$ cat src/rtl/uart_boot_loader_if.sv
// Program-memory write bus driven by the UART boot loader.
interface uart_boot_loader_if #(
    parameter int ADDR_W = 32
);
    logic              mem_write_enable;
    logic [ADDR_W-1:0] mem_byte_address;
    logic [31:0]       mem_write_data;

    modport master (
        output mem_write_enable,
        output mem_byte_address,
        output mem_write_data
    );

    modport slave (
        input mem_write_enable,
        input mem_byte_address,
        input mem_write_data
    );
endinterface

$ cat src/rtl/uart_boot_loader.sv
// Receives a length/payload/checksum image over 8N1 UART, writes it into program
// memory word by word and releases the core from reset once the image checks out.
module uart_boot_loader #(
    parameter int                CLKS_PER_BIT = 434,
    parameter int                ADDR_W       = 32,
    parameter logic [ADDR_W-1:0] BASE_ADDR    = '0,
    parameter int                MAX_WORDS    = 1024
) (
    input  logic                   clk,
    input  logic                   reset_n,
    input  logic                   io_rx,
    uart_boot_loader_if.master     mem,
    output logic                   cpu_reset_n,
    output logic                   load_done,
    output logic                   load_error
);
    localparam int             CW      = (CLKS_PER_BIT > 1) ? $clog2(CLKS_PER_BIT) : 1;
    localparam logic [CW-1:0]  HALF_M1 = CW'(CLKS_PER_BIT / 2 - 1);
    localparam logic [CW-1:0]  BIT_M1  = CW'(CLKS_PER_BIT - 1);

    typedef enum logic [1:0] {RX_IDLE, RX_START, RX_BITS, RX_STOP} rx_state_t;
    typedef enum logic [2:0] {LEN_LO, LEN_HI, DATA, CHECK, DONE, ERROR} state_t;

    rx_state_t   rx_state;
    logic        rx_meta, rx_sync, rx_prev;
    logic [CW-1:0] rx_cnt;
    logic [2:0]  rx_bit;
    logic [7:0]  rx_shift;
    logic        rx_valid, rx_ferr;

    state_t            state;
    logic [7:0]        len_lo;
    logic [15:0]       len_word;
    logic [15:0]       n_words, word_idx;
    logic [1:0]        lane;
    logic [23:0]       word_buf;
    logic [7:0]        csum;
    logic [ADDR_W-1:0] next_addr;

    assign len_word = {rx_shift, len_lo};

    // rx_shift is stable in RX_IDLE, so it doubles as the received byte while rx_valid is high.
    always_ff @(posedge clk or negedge reset_n) begin
        if (!reset_n) begin
            rx_meta  <= 1'b1;
            rx_sync  <= 1'b1;
            rx_prev  <= 1'b1;
            rx_state <= RX_IDLE;
            rx_cnt   <= '0;
            rx_bit   <= '0;
            rx_shift <= '0;
            rx_valid <= 1'b0;
            rx_ferr  <= 1'b0;
        end else begin
            rx_meta  <= io_rx;
            rx_sync  <= rx_meta;
            rx_prev  <= rx_sync;
            rx_valid <= 1'b0;
            rx_ferr  <= 1'b0;
            case (rx_state)
                RX_IDLE: begin
                    if (rx_prev && !rx_sync) begin
                        rx_state <= RX_START;
                        rx_cnt   <= '0;
                    end
                end
                RX_START: begin
                    if (rx_cnt == HALF_M1) begin
                        rx_cnt <= '0;
                        rx_bit <= '0;
                        rx_state <= rx_sync ? RX_IDLE : RX_BITS;
                    end else begin
                        rx_cnt <= rx_cnt + 1'b1;
                    end
                end
                RX_BITS: begin
                    if (rx_cnt == BIT_M1) begin
                        rx_cnt   <= '0;
                        rx_shift <= {rx_sync, rx_shift[7:1]};
                        if (rx_bit == 3'd7) rx_state <= RX_STOP;
                        else                rx_bit   <= rx_bit + 1'b1;
                    end else begin
                        rx_cnt <= rx_cnt + 1'b1;
                    end
                end
                RX_STOP: begin
                    if (rx_cnt == BIT_M1) begin
                        rx_cnt   <= '0;
                        rx_state <= RX_IDLE;
                        rx_valid <= rx_sync;
                        rx_ferr  <= !rx_sync;
                    end else begin
                        rx_cnt <= rx_cnt + 1'b1;
                    end
                end
                default: rx_state <= RX_IDLE;
            endcase
        end
    end

    always_ff @(posedge clk or negedge reset_n) begin
        if (!reset_n) begin
            state                <= LEN_LO;
            len_lo               <= '0;
            n_words              <= '0;
            word_idx             <= '0;
            lane                 <= '0;
            word_buf             <= '0;
            csum                 <= '0;
            next_addr            <= BASE_ADDR;
            mem.mem_write_enable <= 1'b0;
            mem.mem_byte_address <= '0;
            mem.mem_write_data   <= '0;
            cpu_reset_n          <= 1'b0;
            load_done            <= 1'b0;
            load_error           <= 1'b0;
        end else begin
            mem.mem_write_enable <= 1'b0;
            if (rx_ferr && state != DONE && state != ERROR) begin
                state      <= ERROR;
                load_error <= 1'b1;
            end else if (rx_valid) begin
                case (state)
                    LEN_LO: begin
                        len_lo <= rx_shift;
                        state  <= LEN_HI;
                    end
                    LEN_HI: begin
                        n_words <= len_word;
                        if (len_word == 16'd0) begin
                            state <= CHECK;
                        end else if (int'(len_word) > MAX_WORDS) begin
                            state      <= ERROR;
                            load_error <= 1'b1;
                        end else begin
                            state <= DATA;
                        end
                    end
                    DATA: begin
                        csum     <= csum ^ rx_shift;
                        lane     <= lane + 1'b1;
                        word_buf <= {rx_shift, word_buf[23:8]};
                        if (lane == 2'd3) begin
                            mem.mem_write_enable <= 1'b1;
                            mem.mem_write_data   <= {rx_shift, word_buf};
                            mem.mem_byte_address <= next_addr;
                            next_addr            <= next_addr + ADDR_W'(4);
                            word_idx             <= word_idx + 1'b1;
                            if (word_idx == n_words - 16'd1) state <= CHECK;
                        end
                    end
                    CHECK: begin
                        if (rx_shift == csum) begin
                            state       <= DONE;
                            load_done   <= 1'b1;
                            cpu_reset_n <= 1'b1;
                        end else begin
                            state      <= ERROR;
                            load_error <= 1'b1;
                        end
                    end
                    default: ;
                endcase
            end
        end
    end
endmodule
$ cat src/flat_wrapper.sv
// flat-port wrapper written by rule: the top's interface ports become plain ports
module uart_boot_loader_flat 
#(
    parameter int                CLKS_PER_BIT = 434,
    parameter int                ADDR_W       = 32,
    parameter logic [ADDR_W-1:0] BASE_ADDR    = '0,
    parameter int                MAX_WORDS    = 1024
)
  (clk, reset_n, io_rx, cpu_reset_n, load_done, load_error, mem_mem_write_enable, mem_mem_byte_address, mem_mem_write_data);
  uart_boot_loader_if #(.ADDR_W(ADDR_W)) mem_i ();
  input  logic clk;
  input  logic reset_n;
  input  logic io_rx;
  output logic cpu_reset_n;
  output logic load_done;
  output logic load_error;
  output wire logic [$bits(mem_i.mem_write_enable)-1:0] mem_mem_write_enable;
  output wire logic [$bits(mem_i.mem_byte_address)-1:0] mem_mem_byte_address;
  output wire logic [$bits(mem_i.mem_write_data)-1:0] mem_mem_write_data;
  assign mem_mem_write_enable = mem_i.mem_write_enable;
  assign mem_mem_byte_address = mem_i.mem_byte_address;
  assign mem_mem_write_data = mem_i.mem_write_data;
  uart_boot_loader #(.CLKS_PER_BIT(CLKS_PER_BIT), .ADDR_W(ADDR_W), .BASE_ADDR(BASE_ADDR), .MAX_WORDS(MAX_WORDS)) u_core (.clk(clk), .reset_n(reset_n), .io_rx(io_rx), .mem(mem_i), .cpu_reset_n(cpu_reset_n), .load_done(load_done), .load_error(load_error));
endmodule
$ cat config.mk
export PLATFORM = sky130hd
export DESIGN_NAME = uart_boot_loader_flat
export DESIGN_NICKNAME = d
export VERILOG_FILES = /design/src/rtl/uart_boot_loader_if.sv /design/src/rtl/uart_boot_loader.sv /design/src/flat_wrapper.sv
export SDC_FILE = /design/constraint.sdc
export NUM_CORES = 1
export LEC_CHECK = 0
export BUFFER_PORTS_ARGS = -buffer_cell sky130_fd_sc_hd__buf_4
export CELL_PAD_IN_SITES_DETAIL_PLACEMENT = 1
export CELL_PAD_IN_SITES_GLOBAL_PLACEMENT = 2
export CORE_MARGIN = 1
export CORE_UTILIZATION = 35
export CTS_BUF_LIST = sky130_fd_sc_hd__clkbuf_2 sky130_fd_sc_hd__clkbuf_4 sky130_fd_sc_hd__clkbuf_8
export DETAILED_ROUTE_END_ITERATION = 6
export PLACE_DENSITY_LB_ADDON = 0.1
export SYNTH_ARGS = -nofsm -noshare
export SYNTH_HDL_FRONTEND = slang
export SYNTH_SLANG_ARGS = --single-unit
$ cat constraint.sdc
create_clock -name clk -period 2 [get_ports clk]
set_input_delay 0.4 -clock clk [delete_from_list [all_inputs] [get_ports clk]]
set_output_delay 0.4 -clock clk [all_outputs]
set_load 0.01 [all_outputs]
### Word-level counts from Yosys, hierarchy flattened

Index checks and enable logic that the tools add are counted.
Widths: inputs -> output; s select.

* add/sub/neg operators: 6
* order comparisons: 1
* equal/unequal tests: 25
* mux-type cells: 37
* bitwise gates (word level): 2
* reduce and logical (&&, ||, !) cells: 22

Operators with widths (number)
* $add 32x3->32 const B: 1
* $mux 3: 9
* $mux 9: 3
* $pmux 9 s3: 1
* $add 16x1->16 const B: 1
* $eq 16x16->1: 1
* $gt 16x11->1 const B: 1
* $logic_not 16->1: 1
* $reduce_and 4->1: 4
* $sub 16x1->16 const B: 1
* $mux 1: 14
* $mux 2: 6
* $pmux 3 s4: 1
* $ne 2x1->1 const B: 5
* $reduce_and 5->1: 2
* $add 9x1->9 const B: 1
* $eq 9x8->1 const B: 1
* $eq 9x9->1 const B: 1
* $ne 3x1->1 const B: 3
* $reduce_and 3->1: 3
* $eq 8x8->1: 1
* $pmux 2 s4: 1
* $xor 8x8->8: 1
* $eq 2x2->1 const B: 3
* 21 further kinds: 27

* bits in registers: 203
* input bits: 3
* output and inout port bits: 68
* logic and storage cells: 115

### Depth between registers and ports, before layout

* depth in word-level cells: 7
* depth in mapped cells: 8
* mapped depth without buffers: 8

### Worst setup path after synthesis

Ideal clock, no wire load.

* kind: register to register
* start: register u_core.n_words[0]
* end: register u_core.state[0]
* library setup time: 77 ps
* data arrival time: 2123 ps
* data required time: 1923 ps
* path slack: -201 ps
* stages on the path, launching flop included: 9
* cells stage by stage: dfrtp_1 inv_1 ha_1 nor4b_2 a31oi_1 or3_2 nor4_4 nand4_1 a21oi_1

* longest elaborated chain between the ends: 4

RTL lines
* from (decl): line uart_boot_loader.sv:34 `logic [15:0] n_words, word_idx;`
* from (signal assigned): line uart_boot_loader.sv:129 `n_words <= len_word;`
* $sub 16x1->16: line uart_boot_loader.sv:149 `if (word_idx == n_words - 16'd1) state <= CHECK;`
* $eq 16x16->1: line uart_boot_loader.sv:149
* $ne 3x1->1 (no source line)
* $reduce_and 4->1 (no source line)
* to (signal assigned): line uart_boot_loader.sv:149
* to (signal assigned): line uart_boot_loader.sv:154 `state <= DONE;`
* to (signal assigned): line uart_boot_loader.sv:158 `state <= ERROR;`
* to (decl): line uart_boot_loader.sv:31 `state_t state;`

Every way passes these cells.
A chain may end at the register's enable or synchronous reset.

### Final worst setup path

Ends and elaborated chain as after synthesis.

==> flow_metrics.env <==
export IMPL_cp_start_kind="flop"
export IMPL_synth_area_um2=8770
export IMPL_ys_flop_type="dfrtp_1"
export IMPL_htree_levels=4
export IMPL_die_w_um=160
export IMPL_numCtsBuffers=17
export IMPL_totalNegativeSetupSlack_ps=-985
export IMPL_cap_violations=0
export IMPL_ys_top_cells_by_count="nand2_1 (303), dfrtp_1 (196), xnor2_1 (59)"
export IMPL_ys_top_cells_by_area="dfrtp_1 (56%), nand2_1 (13%), xnor2_1 (5.9%)"
export IMPL_skew_ps=19.2
export IMPL_failed_checks="negative setup slack"
export IMPL_place_gp_congestion=0.850
export IMPL_criticalPathCategory="reg -> reg"
export IMPL_grt_ovfl_total=0
export IMPL_powerDensity_nw_per_um2=728
export IMPL_yosysMostFrequentCell="nand2_1"
export IMPL_core_area_um2=24500
export IMPL_finalHoldViolCount=0
export IMPL_drt_first_iter_violations=245
export IMPL_critPathBufInv=0
export IMPL_synthesis_instances=863
export IMPL_fmax_mhz=448
export IMPL_synth_area_leader_cell="dfrtp_1"
export IMPL_die_h_um=160
export IMPL_ys_seq_elements=199
export IMPL_drive_gt1_share_pct=28.0
export IMPL_busiest_layer="met2"
export IMPL_use_met1_pct=25.3
export IMPL_min_path_type="reg -> reg"
export IMPL_ys_seq_area_share_pct=56.8
export IMPL_root_buffer="clkbuf_8"
export IMPL_remaining_drc_errors=0
export IMPL_worstSetupEndpointType="flop"
export IMPL_dr_pass1_iters=4
export IMPL_cp_top_family="simple AND/OR/NAND/NOR gates"
export IMPL_wl_per_cell_um=17.2
export IMPL_whs_ps=364
export IMPL_place_hpwl_mm=16.1
export IMPL_ir_drop_mv=0.531
export IMPL_power_mw=8.00
export IMPL_fin_nets=1017
export IMPL_grt_start_max_net_pins=53
export IMPL_synth_edf_count=0
export IMPL_relSlewSlack_pct=65.2
export IMPL_min_period_over_period_pct=112
export IMPL_rsz0062_at_grt="yes"
export IMPL_ys_types=65
export IMPL_finalWorstSetupSlack_ps=-233
export IMPL_status="complete, but fails checks"
export IMPL_ys_warn_count=0
export IMPL_grt_pass1_wl_mm=38.1
export IMPL_critPathMaxStageDelay_ps=570
export IMPL_finalCriticalPeriod_ps=2230
export IMPL_io_pin_count=71
export IMPL_fin_area_um2=11000
export IMPL_finalSetupViolCount=10
export IMPL_cts_sinks=199
export IMPL_grt_pass1_vias=7146
export IMPL_syn_to_final_growth_pct=25.3
export IMPL_cp_required_ps=2390
export IMPL_via_count=6500
export IMPL_use_met2_pct=31.5
export IMPL_placed_area_um2=10200
export IMPL_dieArea_um2=25700
export IMPL_cp_max_fo=5
export IMPL_final_max_slew_viol_count=0
export IMPL_clk_latency_ps=470
export IMPL_worstPathCellList="or4_4 > or2_4 > or3_4 > a221oi_2 > nand4_1 > a21oi_1"
export IMPL_clkTransAtPathRegs_ps=110
export IMPL_cts_tree="done"
export IMPL_grt_usage_pct=18.7
export IMPL_crit_path_top_delay_cell="or4_4"
export IMPL_initial_core_util_pct=35.9
export IMPL_avgSynthCellArea_um2=10.2
export IMPL_rows=57
export IMPL_routed_wl_mm=23.0
export IMPL_async_flop_share_pct=100
export IMPL_synth_top_area_share_pct=55.9
export IMPL_cp_arrival_ps=2620
export IMPL_worst_slew_pin_slew_ps=523
export IMPL_clockBufferDepth=2
export IMPL_via_per_inst=4.85
export IMPL_portBuffers=68
export IMPL_n_antenna_cell=0
export IMPL_fin_util_pct=44.9
export IMPL_antenna_left=0
export IMPL_use_met3_pct=2.89
export IMPL_leakagePower_nw=5.74
export IMPL_grt_antenna_before_repair=0
[repair_timing]
| action | 4_1_cts | 5_1_grt |
|---|---|---|
| pin swaps | 5 | 17 |
| endpoints found under the hold margin | 43 | 0 |
| cloned | 0 | 2 |
| gates resized for setup | 14 | 49 |
| hold buffers | 2 | 0 |
| buffers inserted | 6 | 6 |
| setup endpoints to repair | 27 | 95 |
[path summary, 6_finish.rpt]
| path | startpoint | slack [ps] | cells past startpoint | to |
|---|---|---|---|---|
| max | u_core.n_words[0]$_DFFE_PN0P_ | -230 | 6 | u_core.state[0]$_DFFE_PN0P_ |
| min | u_core.rx_meta$_DFF_PN1_ | 360 | 0 | u_core.rx_sync$_DFF_PN1_ |
| max reg2reg | u_core.n_words[0]$_DFFE_PN0P_ | -230 | 6 | u_core.state[0]$_DFFE_PN0P_ |
| min reg2reg | u_core.rx_meta$_DFF_PN1_ | 360 | 0 | u_core.rx_sync$_DFF_PN1_ |
| max in group asynchronous | reset_n | 830 | 3 | u_core.mem.mem_write_data[29]$_DFFE_PN0P_ |
| min in group asynchronous | reset_n | 490 | 2 | u_core.word_idx[9]$_DFFE_PN0P_ |
[routing by layer]
layer	routed length, um	vias to the layer above
li1	-	3108
met1	11000	3302
met2	11300	77
met3	558	13
met4	189	0
met5	0	-
[power by group]
part	leakage [nW]	total [mW]	switching (mW)	internal, mW
Combinational	2.80	1.08	0.538	0.546
Clock	0.195	2.63	1.59	1.05
Sequential	2.75	4.28	0.154	4.13
[cell families after synthesis]
family	count (synthesis)	share of synthesized area (%)
AOI/OAI and AO/OA	50	3.81
xor gates and xnor gates	82	8.19
adders and majority gates	9	1.28
buffers and inverters	53	2.74
DFF	199	56.8
muxes	37	4.71
other	1	0.0428
and+or+nand+nor	432	22.4
[area by class of cell]
class / count / area, um2
fill: 2725 / 13500
sequential: 199 / 4980
multi-input combinational: 612 / 3760
timing repair buffer: 162 / 1390
tap: 324 / 405
clock buffer: 17 / 234
clock inverter: 14 / 164
inverter: 13 / 51.3
[state kept, by name (all words and copies together) (netlist names), 9 cells and up, named ones only]
| register | count |
|---|---|
| u_core.word_idx | 16 |
| u_core.rx_cnt | 9 |
| u_core.next_addr | 30 |
| u_core.n_words | 16 |
| u_core.mem.mem_write_data | 32 |
| u_core.mem.mem_byte_address | 30 |
| u_core.word_buf | 24 |
[layout by cell type (no fill, tap or decap), types with 4 or more instances in the layout]
| cell | n |
|---|---|
| mux2_2 | 33 |
| nand3_1 | 19 |
| buf_6 | 7 |
| xnor2_1 | 58 |
| ha_1 | 7 |
| dfrtp_1 | 196 |
| inv_6 | 4 |
| nor2_1 | 22 |
| inv_1 | 10 |
| buf_4 | 142 |
| xor2_1 | 23 |
| nand4_1 | 17 |
| a31oi_1 | 4 |
| buf_12 | 5 |
| o21ai_2 | 5 |
| nor4_1 | 4 |
| o21ai_1 | 4 |
| and3_1 | 9 |
| nand2_1 | 300 |
| o21ai_0 | 6 |
| clkbuf_8 | 18 |
| a21oi_1 | 6 |
[stage by stage]
stage / setup WS [ps] / cells
floorplan: -60.7 / 864
global placement: -95.5 / 1294
detailed placement: -185 / 1294
CTS: -218 / 1333
global route: -323 / 1341
finish: -233 / 1341
Note: power is estimated with default switching activity, not from simulation.
